[config.mk]
export PLATFORM = sky130hd
export DESIGN_NAME = csa_slice_add_sched_flat
export DESIGN_NICKNAME = d
export VERILOG_FILES = /design/src/rtl/csa_slice_add_sched_if.sv /design/src/rtl/csa_slice_add_sched.sv /design/src/flat_wrapper.sv
export SDC_FILE = /design/constraint.sdc
export NUM_CORES = 1
export LEC_CHECK = 0
export CELL_PAD_IN_SITES_DETAIL_PLACEMENT = 1
export CELL_PAD_IN_SITES_GLOBAL_PLACEMENT = 1
export CORE_AREA = 3 3 132 134
export CTS_CLUSTER_SIZE = 25
export DETAILED_ROUTE_END_ITERATION = 10
export DIE_AREA = 0 0 135 137
export PLACE_DENSITY = 0.84
export SYNTH_ARGS = -nofsm -noshare
export SYNTH_HDL_FRONTEND = slang
export SYNTH_SLANG_ARGS = --single-unit
export TNS_END_PERCENT = 30
[constraint.sdc]
create_clock -name i_clk -period 2 [get_ports i_clk]
set_clock_uncertainty 0.15 [all_clocks]
set_input_delay 0.3 -clock i_clk [delete_from_list [all_inputs] [get_ports i_clk]]
set_output_delay 0.3 -clock i_clk [all_outputs]
set_load 0.02 [all_outputs]
[src/rtl/csa_slice_add_sched_if.sv]
// Requester, shared-slice-adder and result signals of csa_slice_add_sched.
// Optional CSA_SCHED_SUB_EN adds the per-requester subtract selects.
interface csa_slice_add_sched_if #(
  parameter int SLICE_W    = 7,
  parameter int NUM_SLICES = 4
);
  localparam int WIDE_W = SLICE_W * NUM_SLICES;

  logic              i_req0_valid;
  logic              o_req0_ready;
  logic [WIDE_W-1:0] i_req0_a;
  logic [WIDE_W-1:0] i_req0_b;
  logic              i_req1_valid;
  logic              o_req1_ready;
  logic [WIDE_W-1:0] i_req1_a;
  logic [WIDE_W-1:0] i_req1_b;
`ifdef CSA_SCHED_SUB_EN
  logic              i_req0_sub;
  logic              i_req1_sub;
`endif
  logic [SLICE_W-1:0] o_slice_a;
  logic [SLICE_W-1:0] o_slice_b;
  logic               o_slice_cin;
  logic [SLICE_W-1:0] i_slice_sum;
  logic               i_slice_cout;
  logic              o_res_valid;
  logic              i_res_ready;
  logic [WIDE_W-1:0] o_res_sum;
  logic              o_res_cout;
  logic              o_res_id;

  // Scheduler side
  modport slave (
`ifdef CSA_SCHED_SUB_EN
    input  i_req0_sub, i_req1_sub,
`endif
    input  i_req0_valid, i_req0_a, i_req0_b,
    input  i_req1_valid, i_req1_a, i_req1_b,
    input  i_slice_sum, i_slice_cout, i_res_ready,
    output o_req0_ready, o_req1_ready,
    output o_slice_a, o_slice_b, o_slice_cin,
    output o_res_valid, o_res_sum, o_res_cout, o_res_id
  );

  // Requester / adder / consumer side
  modport master (
`ifdef CSA_SCHED_SUB_EN
    output i_req0_sub, i_req1_sub,
`endif
    output i_req0_valid, i_req0_a, i_req0_b,
    output i_req1_valid, i_req1_a, i_req1_b,
    output i_slice_sum, i_slice_cout, i_res_ready,
    input  o_req0_ready, o_req1_ready,
    input  o_slice_a, o_slice_b, o_slice_cin,
    input  o_res_valid, o_res_sum, o_res_cout, o_res_id
  );
endinterface

[src/rtl/csa_slice_add_sched.sv]
// Round-robin scheduler running two requesters' wide adds through one shared slice adder, LSB slice first.
// Define CSA_SCHED_SUB_EN to enable per-request subtract (a + ~b + 1).
module csa_slice_add_sched #(
  parameter int SLICE_W    = 7,
  parameter int NUM_SLICES = 4
) (
  input logic                  i_clk,
  input logic                  i_rst,
  csa_slice_add_sched_if.slave bus
);
  localparam int IDX_W = (NUM_SLICES > 1) ? $clog2(NUM_SLICES) : 1;
  localparam logic [IDX_W-1:0] LAST_IDX = IDX_W'(NUM_SLICES - 1);

  typedef enum logic [1:0] {IDLE, RUN, DONE} state_t;

  state_t state;
  logic   rr_ptr;
  logic   id_q;
  logic   sub_q;
  logic   carry;
  logic   cout_q;
  logic [IDX_W-1:0] idx;
  logic [NUM_SLICES-1:0][SLICE_W-1:0] a_q;
  logic [NUM_SLICES-1:0][SLICE_W-1:0] b_q;
  logic [NUM_SLICES-1:0][SLICE_W-1:0] sum_q;

  logic grant1;
  logic acc0;
  logic acc1;
  logic sub_sel;

  // Requester 1 wins when alone or when the pointer favours it
  always_comb begin
    grant1 = bus.i_req1_valid & (~bus.i_req0_valid | rr_ptr);
    acc1   = ~i_rst & (state == IDLE) & grant1;
    acc0   = ~i_rst & (state == IDLE) & bus.i_req0_valid & ~grant1;
`ifdef CSA_SCHED_SUB_EN
    sub_sel = acc1 ? bus.i_req1_sub : bus.i_req0_sub;
`else
    sub_sel = 1'b0;
`endif
  end

  assign bus.o_req0_ready = acc0;
  assign bus.o_req1_ready = acc1;

  always_comb begin
    bus.o_slice_a   = '0;
    bus.o_slice_b   = '0;
    bus.o_slice_cin = 1'b0;
    if (state == RUN) begin
      bus.o_slice_a   = a_q[idx];
      bus.o_slice_b   = b_q[idx] ^ {SLICE_W{sub_q}};
      bus.o_slice_cin = carry;
    end
  end

  assign bus.o_res_valid = (state == DONE);
  assign bus.o_res_sum   = sum_q;
  assign bus.o_res_cout  = cout_q;
  assign bus.o_res_id    = id_q;

  always_ff @(posedge i_clk) begin
    if (i_rst) begin
      state  <= IDLE;
      rr_ptr <= 1'b0;
      id_q   <= 1'b0;
      sub_q  <= 1'b0;
      carry  <= 1'b0;
      cout_q <= 1'b0;
      idx    <= '0;
      a_q    <= '0;
      b_q    <= '0;
      sum_q  <= '0;
    end else begin
      case (state)
        IDLE: begin
          if (acc0 | acc1) begin
            a_q    <= acc1 ? bus.i_req1_a : bus.i_req0_a;
            b_q    <= acc1 ? bus.i_req1_b : bus.i_req0_b;
            id_q   <= acc1;
            sub_q  <= sub_sel;
            // Subtract seeds the +1 of the two's complement through the first carry-in
            carry  <= sub_sel;
            idx    <= '0;
            rr_ptr <= ~acc1;
            state  <= RUN;
          end
        end
        RUN: begin
          sum_q[idx] <= bus.i_slice_sum;
          carry      <= bus.i_slice_cout;
          if (idx == LAST_IDX) begin
            cout_q <= bus.i_slice_cout;
            state  <= DONE;
          end else begin
            idx <= idx + 1'b1;
          end
        end
        DONE: begin
          if (bus.i_res_ready) state <= IDLE;
        end
        default: state <= IDLE;
      endcase
    end
  end
endmodule
[src/flat_wrapper.sv]
// flat-port wrapper written by rule: the top's interface ports become plain ports
module csa_slice_add_sched_flat 
#(
  parameter int SLICE_W    = 7,
  parameter int NUM_SLICES = 4
)
  (i_clk, i_rst, bus_i_req0_valid, bus_i_req0_a, bus_i_req0_b, bus_i_req1_valid, bus_i_req1_a, bus_i_req1_b, bus_i_slice_sum, bus_i_slice_cout, bus_i_res_ready, bus_o_req0_ready, bus_o_req1_ready, bus_o_slice_a, bus_o_slice_b, bus_o_slice_cin, bus_o_res_valid, bus_o_res_sum, bus_o_res_cout, bus_o_res_id);
  csa_slice_add_sched_if #(.SLICE_W(SLICE_W), .NUM_SLICES(NUM_SLICES)) bus_i ();
  input logic i_clk;
  input logic i_rst;
  input wire logic [$bits(bus_i.i_req0_valid)-1:0] bus_i_req0_valid;
  input wire logic [$bits(bus_i.i_req0_a)-1:0] bus_i_req0_a;
  input wire logic [$bits(bus_i.i_req0_b)-1:0] bus_i_req0_b;
  input wire logic [$bits(bus_i.i_req1_valid)-1:0] bus_i_req1_valid;
  input wire logic [$bits(bus_i.i_req1_a)-1:0] bus_i_req1_a;
  input wire logic [$bits(bus_i.i_req1_b)-1:0] bus_i_req1_b;
  input wire logic [$bits(bus_i.i_slice_sum)-1:0] bus_i_slice_sum;
  input wire logic [$bits(bus_i.i_slice_cout)-1:0] bus_i_slice_cout;
  input wire logic [$bits(bus_i.i_res_ready)-1:0] bus_i_res_ready;
  output wire logic [$bits(bus_i.o_req0_ready)-1:0] bus_o_req0_ready;
  output wire logic [$bits(bus_i.o_req1_ready)-1:0] bus_o_req1_ready;
  output wire logic [$bits(bus_i.o_slice_a)-1:0] bus_o_slice_a;
  output wire logic [$bits(bus_i.o_slice_b)-1:0] bus_o_slice_b;
  output wire logic [$bits(bus_i.o_slice_cin)-1:0] bus_o_slice_cin;
  output wire logic [$bits(bus_i.o_res_valid)-1:0] bus_o_res_valid;
  output wire logic [$bits(bus_i.o_res_sum)-1:0] bus_o_res_sum;
  output wire logic [$bits(bus_i.o_res_cout)-1:0] bus_o_res_cout;
  output wire logic [$bits(bus_i.o_res_id)-1:0] bus_o_res_id;
  assign bus_i.i_req0_valid = bus_i_req0_valid;
  assign bus_i.i_req0_a = bus_i_req0_a;
  assign bus_i.i_req0_b = bus_i_req0_b;
  assign bus_i.i_req1_valid = bus_i_req1_valid;
  assign bus_i.i_req1_a = bus_i_req1_a;
  assign bus_i.i_req1_b = bus_i_req1_b;
  assign bus_i.i_slice_sum = bus_i_slice_sum;
  assign bus_i.i_slice_cout = bus_i_slice_cout;
  assign bus_i.i_res_ready = bus_i_res_ready;
  assign bus_o_req0_ready = bus_i.o_req0_ready;
  assign bus_o_req1_ready = bus_i.o_req1_ready;
  assign bus_o_slice_a = bus_i.o_slice_a;
  assign bus_o_slice_b = bus_i.o_slice_b;
  assign bus_o_slice_cin = bus_i.o_slice_cin;
  assign bus_o_res_valid = bus_i.o_res_valid;
  assign bus_o_res_sum = bus_i.o_res_sum;
  assign bus_o_res_cout = bus_i.o_res_cout;
  assign bus_o_res_id = bus_i.o_res_id;
  csa_slice_add_sched #(.SLICE_W(SLICE_W), .NUM_SLICES(NUM_SLICES)) u_core (.i_clk(i_clk), .i_rst(i_rst), .bus(bus_i));
endmodule
==> impl_metrics.env <==
export IMPL_status="finished with violations"
export IMPL_violations="negative setup slack"
export IMPL_gp_congestion=0.786
export IMPL_drc=0
export IMPL_die_height_um=137
export IMPL_yosysUniqueCellTypes=37
export IMPL_crit_start="u_core.idx[0]"
export IMPL_drtIter0Drc=270
export IMPL_r2r_start="u_core.idx[0]"
export IMPL_dieArea_mm2=0.0185
export IMPL_areaGrowthSynthToFinish_pct=50.4
export IMPL_avgSynthCellArea_um2=9.63
export IMPL_ant_nets=0
export IMPL_fmax_mhz=477
export IMPL_path_class="register to output pin"
export IMPL_crit_required_ps=1550
export IMPL_min_period_ps=2100
export IMPL_dr_max_layer_used="met4"
export IMPL_grt_remaining_overflow=0
export IMPL_grt_pass1_wl_um=28100
export IMPL_place_area_mm2=0.00692
export IMPL_synth_edf_count=0
export IMPL_routedWlPerCell_um=20.8
export IMPL_clk_latency_ps=340
export IMPL_crit_path_cell_trace="buf_6, mux4_2, and2_1, buf_2"
export IMPL_wl_met2_um=9460
export IMPL_route_met3_wl_um=911
export IMPL_rows=47
export IMPL_cp_slowest_cell="mux4_2"
export IMPL_cts_tree="built"
export IMPL_rsz0062_at_grt="true"
export IMPL_path_max_fanout=4
export IMPL_final_hold_viol_count=0
export IMPL_powerDensity_mw_per_mm2=687
export IMPL_grt_pass1_vias=5157
export IMPL_ys_warn_count=0
export IMPL_fin_crit_sh_pct=105
export IMPL_tightest_slew_ps=687
export IMPL_worst_slack_ps=-98.5
export IMPL_hp_class="input pin to register"
export IMPL_clockRootBuffer="clkbuf_16"
export IMPL_diodes=0
export IMPL_clk_pin_slew_worst_paths_ps=60
export IMPL_peakVddDrop_mv=0.410
export IMPL_cp_start_kind="register"
export IMPL_ys_seq_area_share_pct=37.8
export IMPL_setup_viol=14
export IMPL_drt_met1_wl_um=7600
export IMPL_worstPathArrival_ps=1650
export IMPL_final_util_pct=44.7
export IMPL_cp_end_kind="output pin"
export IMPL_p_leak_nw=2.50
export IMPL_synth_area_mm2=0.00487
export IMPL_whs_ps=250
export IMPL_antenna_found_initial=0
export IMPL_slew_headroom_pct=54.2
export IMPL_maxCapViolCount=0
export IMPL_vias=4771
export IMPL_track_usage_pct=19.3
export IMPL_dp_hpwl_um=13200
export IMPL_synthCells=506
export IMPL_crit_path_max_incr_delay_ps=480
export IMPL_start_util_pct=29.7
export IMPL_core_area_mm2=0.0164
export IMPL_numCtsBuffers=9
export IMPL_yosysTopAreaCell="dfxtp_1"
export IMPL_hold_buffers=0
export IMPL_min_from="i_rst"
export IMPL_wirelength_um=18400
export IMPL_grt_start_max_net_pins=53
export IMPL_via_per_inst=5.38
export IMPL_fill_cells=1798
export IMPL_synth_area_top_cells="dfxtp_1 (38%), a311oi_2 (12%), a21oi_1 (7.5%)"
export IMPL_nets=791
export IMPL_fin_setup_tns_ps=-863
export IMPL_io_buffers=172
export IMPL_async_flop_share_pct=0
export IMPL_drive_gt1_share_pct=22.3
export IMPL_fin_area_mm2=0.00733
export IMPL_fp_dieW_um=135
export IMPL_synthFlopType="dfxtp_1"
export IMPL_synth_nets=635
export IMPL_io_pins=173
export IMPL_slew_viol_final=0
export IMPL_synth_seq_cells=92
export IMPL_htree_num_levels=3
export IMPL_synth_top_cell_area_share_pct=37.8
export IMPL_first_pass_iters=4
export IMPL_cts_buffer_depth=2
export IMPL_cts_sinks=92
through the flow:
stage | power, mW | worst slack (ps) | instances
floorplan | 2.59 | 74.5 | 506
global placement | 3.07 | -197 | 869
detailed placement | 3.11 | -240 | 869
CTS | 5.07 | -130 | 885
global route | 5.24 | -145 | 887
finish | 5.04 | -98.5 | 887
placed cells by master, fill, tap and decap left out, types with 3 or more instances in the layout:
master,count
buf_6,16
buf_4,26
inv_1,3
o21ai_1,3
and4_1,16
ha_1,3
o21ai_0,40
bufinv_16,3
clkbuf_16,9
clkdlybuf4s50_1,152
buf_12,7
nand3_1,29
and2_1,3
and2_4,15
nor3_1,3
a311oi_2,40
buf_2,3
nand2_1,31
nand3b_1,44
mux4_2,14
a221o_1,16
dfxtp_1,88
a21oi_1,72
registers in the layout, summed over array words and instances (netlist names):
signal and count:
u_core.a_q 28, u_core.b_q 28, u_core.bus.o_res_cout 1, u_core.bus.o_res_id 1
u_core.bus.o_res_sum 28, u_core.carry 1, u_core.idx 2, u_core.rr_ptr 1
u_core.state 2
where the power goes:
part           total [mW]  internal [mW]  switching [mW]  leakage [nW]
sequential           2.02           1.94          0.0774         0.756
combinational        1.09          0.577           0.508          1.58
clock                1.93           1.22           0.712         0.163
total                5.04           3.74            1.30          2.50
path summary, 6_finish.rpt:
kind / end / slack (ps) / cells past startpoint
worst min-delay path: u_core.rr_ptr / 250 / 4
worst min register to register: u_core.bus.o_res_sum[7] / 310 / 2
worst max-delay path: bus_o_slice_a[1] / -100 / 4
worst max register to register: u_core.idx[1] / 70 / 7
metal layers:
| metal | GRT usage (%) | up-vias |
|---|---|---|
| li1 | - | 2229 |
| met1 | 23.4 | 2337 |
| met2 | 34.6 | 174 |
| met3 | 2.79 | 31 |
| met4 | 7.11 | 0 |
| met5 | 0 | - |
cell type report:
cell class	count	area, µm²	share of cell area, %
Clock buffer	11	233	3.17
Clock inverter	5	100	1.37
Inverter	4	15.0	0.205
Multi-Input combinational cell	348	2770	37.8
Sequential cell	92	1850	25.3
Tap cell	220	275	3.75
Timing Repair Buffer	207	2080	28.4
cell usage after synthesis (all sizes together) (16+ instances only):
master and number:
nand3 29, nand3b 44, buf 26, o21ai 43
and2 17, nand2 31, and4 16, dfxtp 92
a21oi 74, a221o 16, clkbuf 37, a311oi 40
cell families (layout without fill, tap and decap cells):
| kind of cell | Yosys count | count (layout) | share of synthesized area, % |
|---|---|---|---|
| AO/OA/AOI/OAI | 179 | 179 | 28.8 |
| AND/OR/NAND/NOR | 150 | 151 | 19.3 |
| flip-flops | 92 | 92 | 37.8 |
| buffers and inverters | 67 | 227 | 6.60 |
| multiplexers | 14 | 14 | 6.47 |
| adder cells (fa/ha/maj) | 4 | 4 | 1.03 |
critical path, delay by kind of cell, from the launching register on:
kind | cells | cell delay [ps]
flops | 1 | 370
buf+inv | 2 | 280
mux | 1 | 480
simple gates | 1 | 170
timing repair:
item	CTS	global route
pin swaps	9	4
setup endpoints to repair	42	62
buffers inserted	0	1
gates cloned	0	1
gates resized for setup	102	15
(Power assumes the default switching activity.)
